## config.mk

```make
export PLATFORM = sky130hd
export DESIGN_NAME = vend_controller
export DESIGN_NICKNAME = d
export VERILOG_FILES = /design/src/rtl/vend_controller.sv
export SDC_FILE = /design/constraint.sdc
export NUM_CORES = 1
export LEC_CHECK = 0
export ABC_AREA = 1
export CAP_MARGIN = 15
export CORE_MARGIN = 10
export CORE_UTILIZATION = 40
export DETAILED_ROUTE_END_ITERATION = 10
export PLACE_DENSITY_LB_ADDON = 0.2
export SYNTH_ARGS = -nofsm -noshare
export SYNTH_HDL_FRONTEND = slang
export SYNTH_SLANG_ARGS = --single-unit
```

## constraint.sdc

```tcl
create_clock -name clk50m -period 2.6 [get_ports clk50m]
set_clock_uncertainty 0.15 [all_clocks]
set_input_delay 0.65 -clock clk50m [delete_from_list [all_inputs] [get_ports clk50m]]
set_output_delay 0.65 -clock clk50m [all_outputs]
set_load 0.05 [all_outputs]
```

## src/rtl/vend_controller.sv

```systemverilog
// rtl/vend_controller.sv - bottle vending machine top-level sequencer
//
// Two coin slots are arbitrated round-robin into one credit accumulator.
// When credit reaches PRICE the bottle is dropped, change is paid out as unit
// pulses, and the door is unlocked and supervised until it closes or times out.
// A cancel while collecting refunds the credit through the same change path,
// without unlocking the door.
//
// Ports:
//   clk50m        system clock, rising edge
//   rst_n         asynchronous active-low reset
//   coin_a/b      coin value for slot A/B, valid with new_coin_a/b
//   new_coin_a/b  single-cycle coin strobe for slot A/B
//   door          1 = door open, 0 = closed
//   cancel        single-cycle refund request (honoured in COLLECT only)
//   bottle        bottle-drop drive, high for BOTTLE_CYC cycles per vend
//   unlock        door lock release level
//   change_pulse  one pulse per coin unit returned
//   coin_reject   one-cycle pulse after a coin that was not accepted
//   credit        current credit
//   busy          high in VEND, CHANGE and UNLOCK
module vend_controller #(
  parameter int PRICE        = 7,
  parameter int CREDIT_W     = 5,
  parameter int BOTTLE_CYC   = 4,
  parameter int CHANGE_GAP   = 2,
  parameter int DOOR_TIMEOUT = 1000
) (
  input  logic                clk50m,
  input  logic                rst_n,
  input  logic [3:0]          coin_a,
  input  logic                new_coin_a,
  input  logic [3:0]          coin_b,
  input  logic                new_coin_b,
  input  logic                door,
  input  logic                cancel,
  output logic                bottle,
  output logic                unlock,
  output logic                change_pulse,
  output logic                coin_reject,
  output logic [CREDIT_W-1:0] credit,
  output logic                busy
);

  typedef enum logic [2:0] {S_IDLE, S_COLLECT, S_VEND, S_CHANGE, S_UNLOCK} state_t;

  // One counter serves both the bottle hold time and the change pulse period.
  localparam int CNT_W = $clog2(BOTTLE_CYC + CHANGE_GAP + 1);
  localparam int TMR_W = $clog2(DOOR_TIMEOUT + 1);
  localparam logic [CREDIT_W:0]   MAX_CREDIT = {1'b0, {CREDIT_W{1'b1}}};
  localparam logic [CREDIT_W-1:0] PRICE_C    = CREDIT_W'(PRICE);

  state_t              state_q, state_d;
  logic [CREDIT_W-1:0] credit_q, credit_d;
  logic                ptr_q, ptr_d;        // 0: A wins next contention, 1: B
  logic                refund_q, refund_d;
  logic                seen_q, seen_d;      // door has opened during this UNLOCK
  logic                reject_q, reject_d;
  logic [CNT_W-1:0]    cnt_q, cnt_d;
  logic [TMR_W-1:0]    tmr_q, tmr_d;

  logic                grant_a, grant_b, take_a, take_b;
  logic [CREDIT_W:0]   sum_a, sum_b;
  logic                fits_a, fits_b;

  // One extra bit on the sums so an overflowing coin is detected, not wrapped.
  assign sum_a  = {1'b0, credit_q} + (CREDIT_W+1)'(coin_a);
  assign sum_b  = {1'b0, credit_q} + (CREDIT_W+1)'(coin_b);
  assign fits_a = (coin_a != 4'd0) && (sum_a <= MAX_CREDIT);
  assign fits_b = (coin_b != 4'd0) && (sum_b <= MAX_CREDIT);

  always_ff @(posedge clk50m or negedge rst_n) begin
    if (!rst_n) begin
      state_q  <= S_IDLE;
      credit_q <= '0;
      ptr_q    <= 1'b0;
      refund_q <= 1'b0;
      seen_q   <= 1'b0;
      reject_q <= 1'b0;
      cnt_q    <= '0;
      tmr_q    <= '0;
    end else begin
      state_q  <= state_d;
      credit_q <= credit_d;
      ptr_q    <= ptr_d;
      refund_q <= refund_d;
      seen_q   <= seen_d;
      reject_q <= reject_d;
      cnt_q    <= cnt_d;
      tmr_q    <= tmr_d;
    end
  end

  always_comb begin
    state_d  = state_q;
    credit_d = credit_q;
    ptr_d    = ptr_q;
    refund_d = refund_q;
    seen_d   = seen_q;
    reject_d = 1'b0;
    cnt_d    = cnt_q;
    tmr_d    = tmr_q;
    grant_a  = 1'b0;
    grant_b  = 1'b0;
    take_a   = 1'b0;
    take_b   = 1'b0;
    case (state_q)
      S_IDLE, S_COLLECT: begin
        if (state_q == S_COLLECT && cancel) begin
          // Cancel beats any coin arriving in the same cycle.
          reject_d = new_coin_a | new_coin_b;
          refund_d = 1'b1;
          cnt_d    = '0;
          state_d  = S_CHANGE;
        end else begin
          if (new_coin_a && new_coin_b) begin
            grant_a = ~ptr_q;
            grant_b = ptr_q;
            ptr_d   = ~ptr_q;
          end else begin
            grant_a = new_coin_a;
            grant_b = new_coin_b;
          end
          take_a   = grant_a & fits_a;
          take_b   = grant_b & fits_b;
          reject_d = (new_coin_a & ~take_a) | (new_coin_b & ~take_b);
          if (take_a) begin
            credit_d = sum_a[CREDIT_W-1:0];
          end else if (take_b) begin
            credit_d = sum_b[CREDIT_W-1:0];
          end
          if (take_a | take_b) begin
            cnt_d   = '0;
            state_d = (credit_d >= PRICE_C) ? S_VEND : S_COLLECT;
          end
        end
      end
      S_VEND: begin
        reject_d = new_coin_a | new_coin_b;
        if (cnt_q == CNT_W'(BOTTLE_CYC - 1)) begin
          credit_d = credit_q - PRICE_C;
          cnt_d    = '0;
          tmr_d    = '0;
          seen_d   = 1'b0;
          state_d  = (credit_q > PRICE_C) ? S_CHANGE : S_UNLOCK;
        end else begin
          cnt_d = cnt_q + CNT_W'(1);
        end
      end
      S_CHANGE: begin
        // cnt 0 is the high cycle of the pulse, 1..CHANGE_GAP is the gap.
        reject_d = new_coin_a | new_coin_b;
        if (cnt_q == '0) begin
          credit_d = credit_q - CREDIT_W'(1);
        end
        if (cnt_q == CNT_W'(CHANGE_GAP)) begin
          cnt_d = '0;
          if (credit_q == '0) begin
            if (refund_q) begin
              refund_d = 1'b0;
              state_d  = S_IDLE;
            end else begin
              tmr_d   = '0;
              seen_d  = 1'b0;
              state_d = S_UNLOCK;
            end
          end
        end else begin
          cnt_d = cnt_q + CNT_W'(1);
        end
      end
      S_UNLOCK: begin
        // The timeout only runs while the door has never been opened.
        reject_d = new_coin_a | new_coin_b;
        if (door) begin
          seen_d = 1'b1;
        end else if (seen_q) begin
          state_d = S_IDLE;
        end else if (tmr_q == TMR_W'(DOOR_TIMEOUT - 1)) begin
          state_d = S_IDLE;
        end else begin
          tmr_d = tmr_q + TMR_W'(1);
        end
      end
      default: state_d = S_IDLE;
    endcase
  end

  assign bottle       = (state_q == S_VEND);
  assign unlock       = (state_q == S_UNLOCK);
  assign change_pulse = (state_q == S_CHANGE) && (cnt_q == '0);
  assign coin_reject  = reject_q;
  assign credit       = credit_q;
  assign busy         = (state_q == S_VEND) || (state_q == S_CHANGE) || (state_q == S_UNLOCK);

endmodule
```

==> results_dict.tcl, run 1 <==
set metrics [dict create \
    worst_setup_path_start_kind "flip-flop" \
    ant_nets 0 \
    min-delay-start "ptr_q" \
    yosys_warnings 0 \
    worstPathMaxFanout 8 \
    stdcell_area_sq_mm 0.00289 \
    tns_ns 0 \
    postSynthCellCount 311 \
    cts-root-buf "clkbuf_8" \
    intPower_w 0.00168 \
    power_frac_clock_pct 7.1 \
    syn2layout_area_growth_pct 32.0 \
    cts.clk_slew.worst_paths_ns 0.10 \
    layout-drive-gt1-share_pct 21.4 \
    syn_area_per_cell_sq_um 7.04 \
    instances_no_fill 434 \
    io_buffers 23 \
    ys_ff_latch 25 \
    utilization_pct 55.5 \
    path_cells "clkdlybuf4s50_1" \
    boundaryPins 24 \
    synth_area_sq_mm 0.00219 \
    dp.final_hpwl_microns 4460 \
    hold_slack_ns 0.331 \
    leakagePower_nw 1.44 \
    first_pass_iters 4 \
    timing.rr.start "credit[1]" \
    slew-limit-headroom_pct 66.0 \
    end_kind "output port" \
    rows 26 \
    p_sw_w 0.00188 \
    crit_required_ns 1.80 \
    chipWidth_microns 94.0 \
    layout_common_cells "nand2_1 (79), inv_1 (41), nand3_1 (32), buf_4 (29), dfrtp_1 (25)" \
    crit_type "reg2out" \
    fill_cells 504 \
    seq_power_share_pct 19.7 \
    p_per_area_mw_per_mm2 1230 \
    place_congestion 0.884 \
    cts_made_buffers 3 \
    fin_crit_sh_pct 97.4 \
    clock_latency_ns 0.28 \
    wl_per_cell_microns 13.2 \
    crit_buf_inv 1 \
    async_flop_share_pct 100 \
    crit_family "buffers and inverters" \
    finalWirelength_microns 5720 \
    fmax_ghz 0.395 \
    drt_iter0_markers 101 \
    fin_nets 398 \
    switching_share_pct 52.8 \
    grt_max_degree 26 \
    critPathMaxStageDelay_ns 0.88 \
    ys_dominant_reg_cell "dfrtp_1" \
    slew_violations 0 \
    finalSetupViolCount 0 \
    clk_path_buf_depth 2 \
    outcome "complete, no violations" \
    grt_first_pass_wirelength_microns 9520 \
    cts_tree "built" \
    synth_fp_nets 344 \
    numClockSinks 25 \
    finalCriticalPeriod_ns 2.53 \
    cts-htree-levels 1 \
    seq_area_frac_synth_pct 28.6 \
    tightest_slew_ns 0.509 \
    placedCellCount 429 \
    die_h_microns 94.0 \
    combinationalPowerShare_pct 73.1 \
    finalHoldViolCount 0 \
    crit_arrival_ns 1.73 \
    min_path_type "reg2reg" \
    antenna-diode-count 0 \
    placeableCoreArea_sq_mm 0.00520 \
    grt_use_total_pct 13.1 \
    initial_core_util_pct 42.0 \
    mostFrequentLayoutCell "nand2_1" \
    whs_path_depth 1 \
    gr-total-overflow 0 \
    dr_total_vias 2183 \
    placed_area_sq_mm 0.00273 \
    reg2reg_depth 13 \
    hold_buffers 0 \
    dieArea_sq_mm 0.00883 \
    slowest_stage "clkdlybuf4s50_1" \
    worstSetupPathDepth 1 \
    maxCapViolCount 0 \
    drc_errors 0 \
    grt_pass1_vias 2072 \
    vdd_drop_max_v 0.000619 \
    grt_antenna_before_repair 0 \
    ys_types 34 \
    synth_edf_count 0 \
    critPathLaunch "credit[2]" \
    viasPerCell 5.03 \
]
==> path summary, 6_finish.rpt <==
| path | endpoint | slack [ns] |
|---|---|---|
| hold / removal | ptr_q | 0.33 |
| min in group asynchronous | credit[3] | 0.58 |
| max in group asynchronous | state_q[1] | 1.46 |
| setup reg to reg | tmr_q[7] | 0.24 |
| setup / recovery | credit[2] | 0.07 |
| hold reg to reg | ptr_q | 0.33 |
==> per-stage QoR <==
step / setup WS [ns] / total power (W)
finish: 0.0669 / 0.00357
global route: -0.0269 / 0.00392
CTS: 0.00941 / 0.00347
detailed placement: -0.316 / 0.00319
global placement: -0.256 / 0.00316
floorplan: 0.181 / 0.00232
==> power by group through the flow <==
stage / Clock [W] / Sequential (W) / Combinational [W]
final: 0.000255 / 0.000704 / 0.00261
after global routing: 0.000271 / 0.000726 / 0.00292
after CTS: 0.000261 / 0.000689 / 0.00252
after detailed placement: 0 / 0.000697 / 0.00250
after global placement: 0 / 0.000694 / 0.00247
after floorplan: 0 / 0.000798 / 0.00152
==> repair_timing <==
item	in CTS	in global routing
gates cloned	0	0
buffers inserted	0	1
pin swaps	0	9
endpoints found under the setup margin	1	9
resized for setup	1	28
==> per-layer routing <==
layer | track usage [%] | routed length (microns) | vias to the layer above
met2 | 19.5 | 2460 | 36
li1 | - | - | 1132
met5 | 0 | 0 | -
met4 | 3.80 | 59 | 0
met1 | 18.5 | 2970 | 1010
met3 | 2.48 | 236 | 5
==> final cells by class <==
type	count	area (sq um)	area share, %
clock inverter	1	7.51	0.260
inverter	48	180	6.24
timing repair buffer	51	498	17.2
multi-input combinational	236	1450	50.1
clock buffer	3	41.3	1.43
tap	70	87.6	3.03
sequential	25	626	21.7
==> cells by family (layout without fill, tap and decap cells) <==
group,count (synthesis),count (layout),share of synthesized area (%)
fa+ha+maj,19,19,11.5
xor+xnor,9,9,3.60
buf+inv,50,103,8.98
flops,25,25,28.6
simple gates,166,166,35.9
compound gates,42,42,11.4
==> Yosys cell counts (3+ instances only) <==
library cell | count | area (sq um)
a21oi_1 | 10 | 50.1
a31oi_1 | 6 | 37.5
dfrtp_1 | 25 | 626
ha_1 | 17 | 213
inv_1 | 43 | 161
inv_2 | 5 | 18.8
nand2_1 | 82 | 308
nand2_2 | 3 | 18.8
nand3_1 | 34 | 170
nand4_1 | 3 | 18.8
nor2_1 | 19 | 71.3
nor2_2 | 3 | 18.8
nor2_4 | 4 | 45.0
nor3_1 | 9 | 45.0
o21ai_0 | 14 | 70.1
o31ai_1 | 4 | 30.0
xor2_1 | 7 | 61.3
==> state kept, by name, indices dropped and copies added (netlist names) <==
name,count
seen_q,1
coin_reject,1
cnt_q,3
credit,5
ptr_q,1
refund_q,1
state_q,3
tmr_q,10
Power figures use the tool's default switching activity.
==> run 2: changes to the inputs <==
- CELL_PAD_IN_SITES_DETAIL_PLACEMENT: not set -> 0
- CELL_PAD_IN_SITES_GLOBAL_PLACEMENT: not set -> 2
- CORE_UTILIZATION: 40 -> 32
==> run 2 against run 1 <==
  * Routed wire length is 7.0% higher
  * Sequential cell count stayed put
  * Clock-buffer cell count is 1 higher
  * First-iteration DRC count is 29% higher
  * Total power is 2.5% higher
  * Critical path depth stayed put
  * Cell count is 3.2% higher
  * Critical path type unchanged
  * Largest power group unchanged
==> results_dict.tcl, run 2 (synthesized netlist as in run 1, its figures left out) <==
set metrics [dict create \
    switching_share_pct 52.2 \
    slowest_stage "clkdlybuf4s50_1" \
    crit_buf_inv 1 \
    boundaryPins 24 \
    end_kind "output port" \
    slew-limit-headroom_pct 65.9 \
    power_w 0.00365 \
    grt_first_pass_wirelength_microns 10400 \
    rows 30 \
    cts.clk_slew.worst_paths_ns 0.09 \
    grt_pass1_vias 2133 \
    grt_max_degree 26 \
    largest_register "tmr_q" \
    drt_iter0_markers 130 \
    layout-drive-gt1-share_pct 22.8 \
    crit_required_ns 1.80 \
    grt_use_total_pct 12.2 \
    worst_setup_path_start_kind "flip-flop" \
    die_h_microns 103 \
    place_ws_ns -0.374 \
    fill_cells 682 \
    cts-htree-levels 1 \
    finalWirelength_microns 6130 \
    wl_per_cell_microns 13.7 \
    mostFrequentLayoutCell "nand2_1" \
    clk_path_buf_depth 2 \
    cts_tree "built" \
    p_sw_w 0.00191 \
    combinationalPowerShare_pct 74.2 \
    critPathMaxStageDelay_ns 0.88 \
    outcome "complete, no violations" \
    cts_made_buffers 3 \
    finalSetupViolCount 0 \
    intPower_w 0.00175 \
    crit_family "buffers and inverters" \
    antenna-diode-count 0 \
    grt_antenna_before_repair 0 \
    ant_nets 0 \
    leakagePower_nw 1.47 \
    cts-root-buf "clkbuf_8" \
    hold_slack_ns 0.322 \
    worstPathMaxFanout 7 \
    dr_total_vias 2174 \
    chipWidth_microns 103 \
    path_cells "clkdlybuf4s50_1" \
    seq_power_share_pct 19.4 \
    crit_type "reg2out" \
    gr-total-overflow 0 \
    numClockSinks 25 \
    layout_common_cells "nand2_1 (78), inv_1 (43), buf_4 (34), nand3_1 (32), dfrtp_1 (25)" \
    fin_nets 402 \
    place_congestion 0.822 \
    stdcell_area_sq_mm 0.00296 \
    power_frac_clock_pct 6.4 \
    hold_buffers 0 \
    slew_violations 0 \
    placeableCoreArea_sq_mm 0.00672 \
    tightest_slew_ns 0.510 \
    first_pass_iters 4 \
    min_path_type "reg2reg" \
    viasPerCell 4.85 \
    largest_reg_flops 10 \
    vdd_drop_max_v 0.000747 \
    dp.final_hpwl_microns 4900 \
    clock_latency_ns 0.27 \
    syn2layout_area_growth_pct 35.2 \
    finalHoldViolCount 0 \
    crit_arrival_ns 1.72 \
    drc_errors 0 \
    fin_crit_sh_pct 96.7 \
    p_per_area_mw_per_mm2 1240 \
    fin_ws_ns 0.0847 \
    dieArea_sq_mm 0.0105 \
    finalCriticalPeriod_ns 2.52 \
    maxCapViolCount 0 \
    io_buffers 23 \
    reg2reg_slack_ns 0.30 \
    placed_area_sq_mm 0.00278 \
    fmax_ghz 0.398 \
    post-cts-setup-buffer-count 0 \
    initial_core_util_pct 32.6 \
]
[run 2: cell count changes in the layout (fill, tap and decap cells not counted), sizes merged]
cell / change
buf: +5
clkdlybuf4s50: -1
clkbuf: +1
clkinvlp: -1
[run 2: stage by stage]
step	util [%]	instances	setup TNS [ns]
6_report	44.0	448	0
2_1_floorplan	-	311	0
5_1_grt	44.0	448	-0.00659
4_1_cts	42.1	448	0
3_5_place_dp	41.3	444	-2.67
3_3_place_gp	41.3	444	-2.65
[run 2: worst paths after layout]
kind                       cells past startpoint      start          to
setup / recovery                               1  credit[3]   credit[3]
hold / removal                                 1      ptr_q       ptr_q
setup reg to reg                              14  credit[0]  state_q[1]
hold reg to reg                                1      ptr_q       ptr_q
max in group asynchronous                      2      rst_n    tmr_q[8]
min in group asynchronous                      2      rst_n    cnt_q[2]
[run 2: repair_timing]
| item | in CTS | in global routing |
|---|---|---|
| gates resized for setup | 3 | 29 |
| endpoints found under the setup margin | 2 | 13 |
| pin swaps | 0 | 8 |
[run 2: routing by layer]
layer	part of all wire [%]	GRT usage (%)	routed length [microns]	vias to the layer above
li1	-	-	-	1136
met4	0.49	1.63	30	0
met5	0	0	0	-
met1	49	17.5	3020	998
met3	5.0	2.55	305	2
met2	45	18.7	2770	38
[run 2: worst register-to-register path, cell delays in order, from the launching register on]
cell,delay [ns]
dfrtp_1,0.49
ha_2,0.24
fa_2,0.43
a21oi_2,0.15
o21bai_1,0.08
nand3_2,0.09
nand2_1,0.06
nand2_2,0.06
nand2_2,0.06
nor2_2,0.10
nand3_1,0.09
nand2_1,0.06
nand2_1,0.05
nand2_1,0.05
nand2_1,0.04
[run 2: layout make-up]
type	count	area [sq um]	area share, %
Multi-Input combinational cell	236	1480	50.1
Timing Repair Buffer	55	526	17.8
Tap cell	80	100	3.38
Clock buffer	4	45.0	1.52
Sequential cell	25	626	21.2
Inverter	48	180	6.09
[run 2: power groups by stage]
stage	Combinational, W	Sequential, W	Clock [W]
CTS	0.00261	0.000694	0.000248
global route	0.00304	0.000732	0.000264
finish	0.00271	0.000708	0.000235
global placement	0.00259	0.000704	0
detailed placement	0.00258	0.000701	0
floorplan	0.00152	0.000798	0
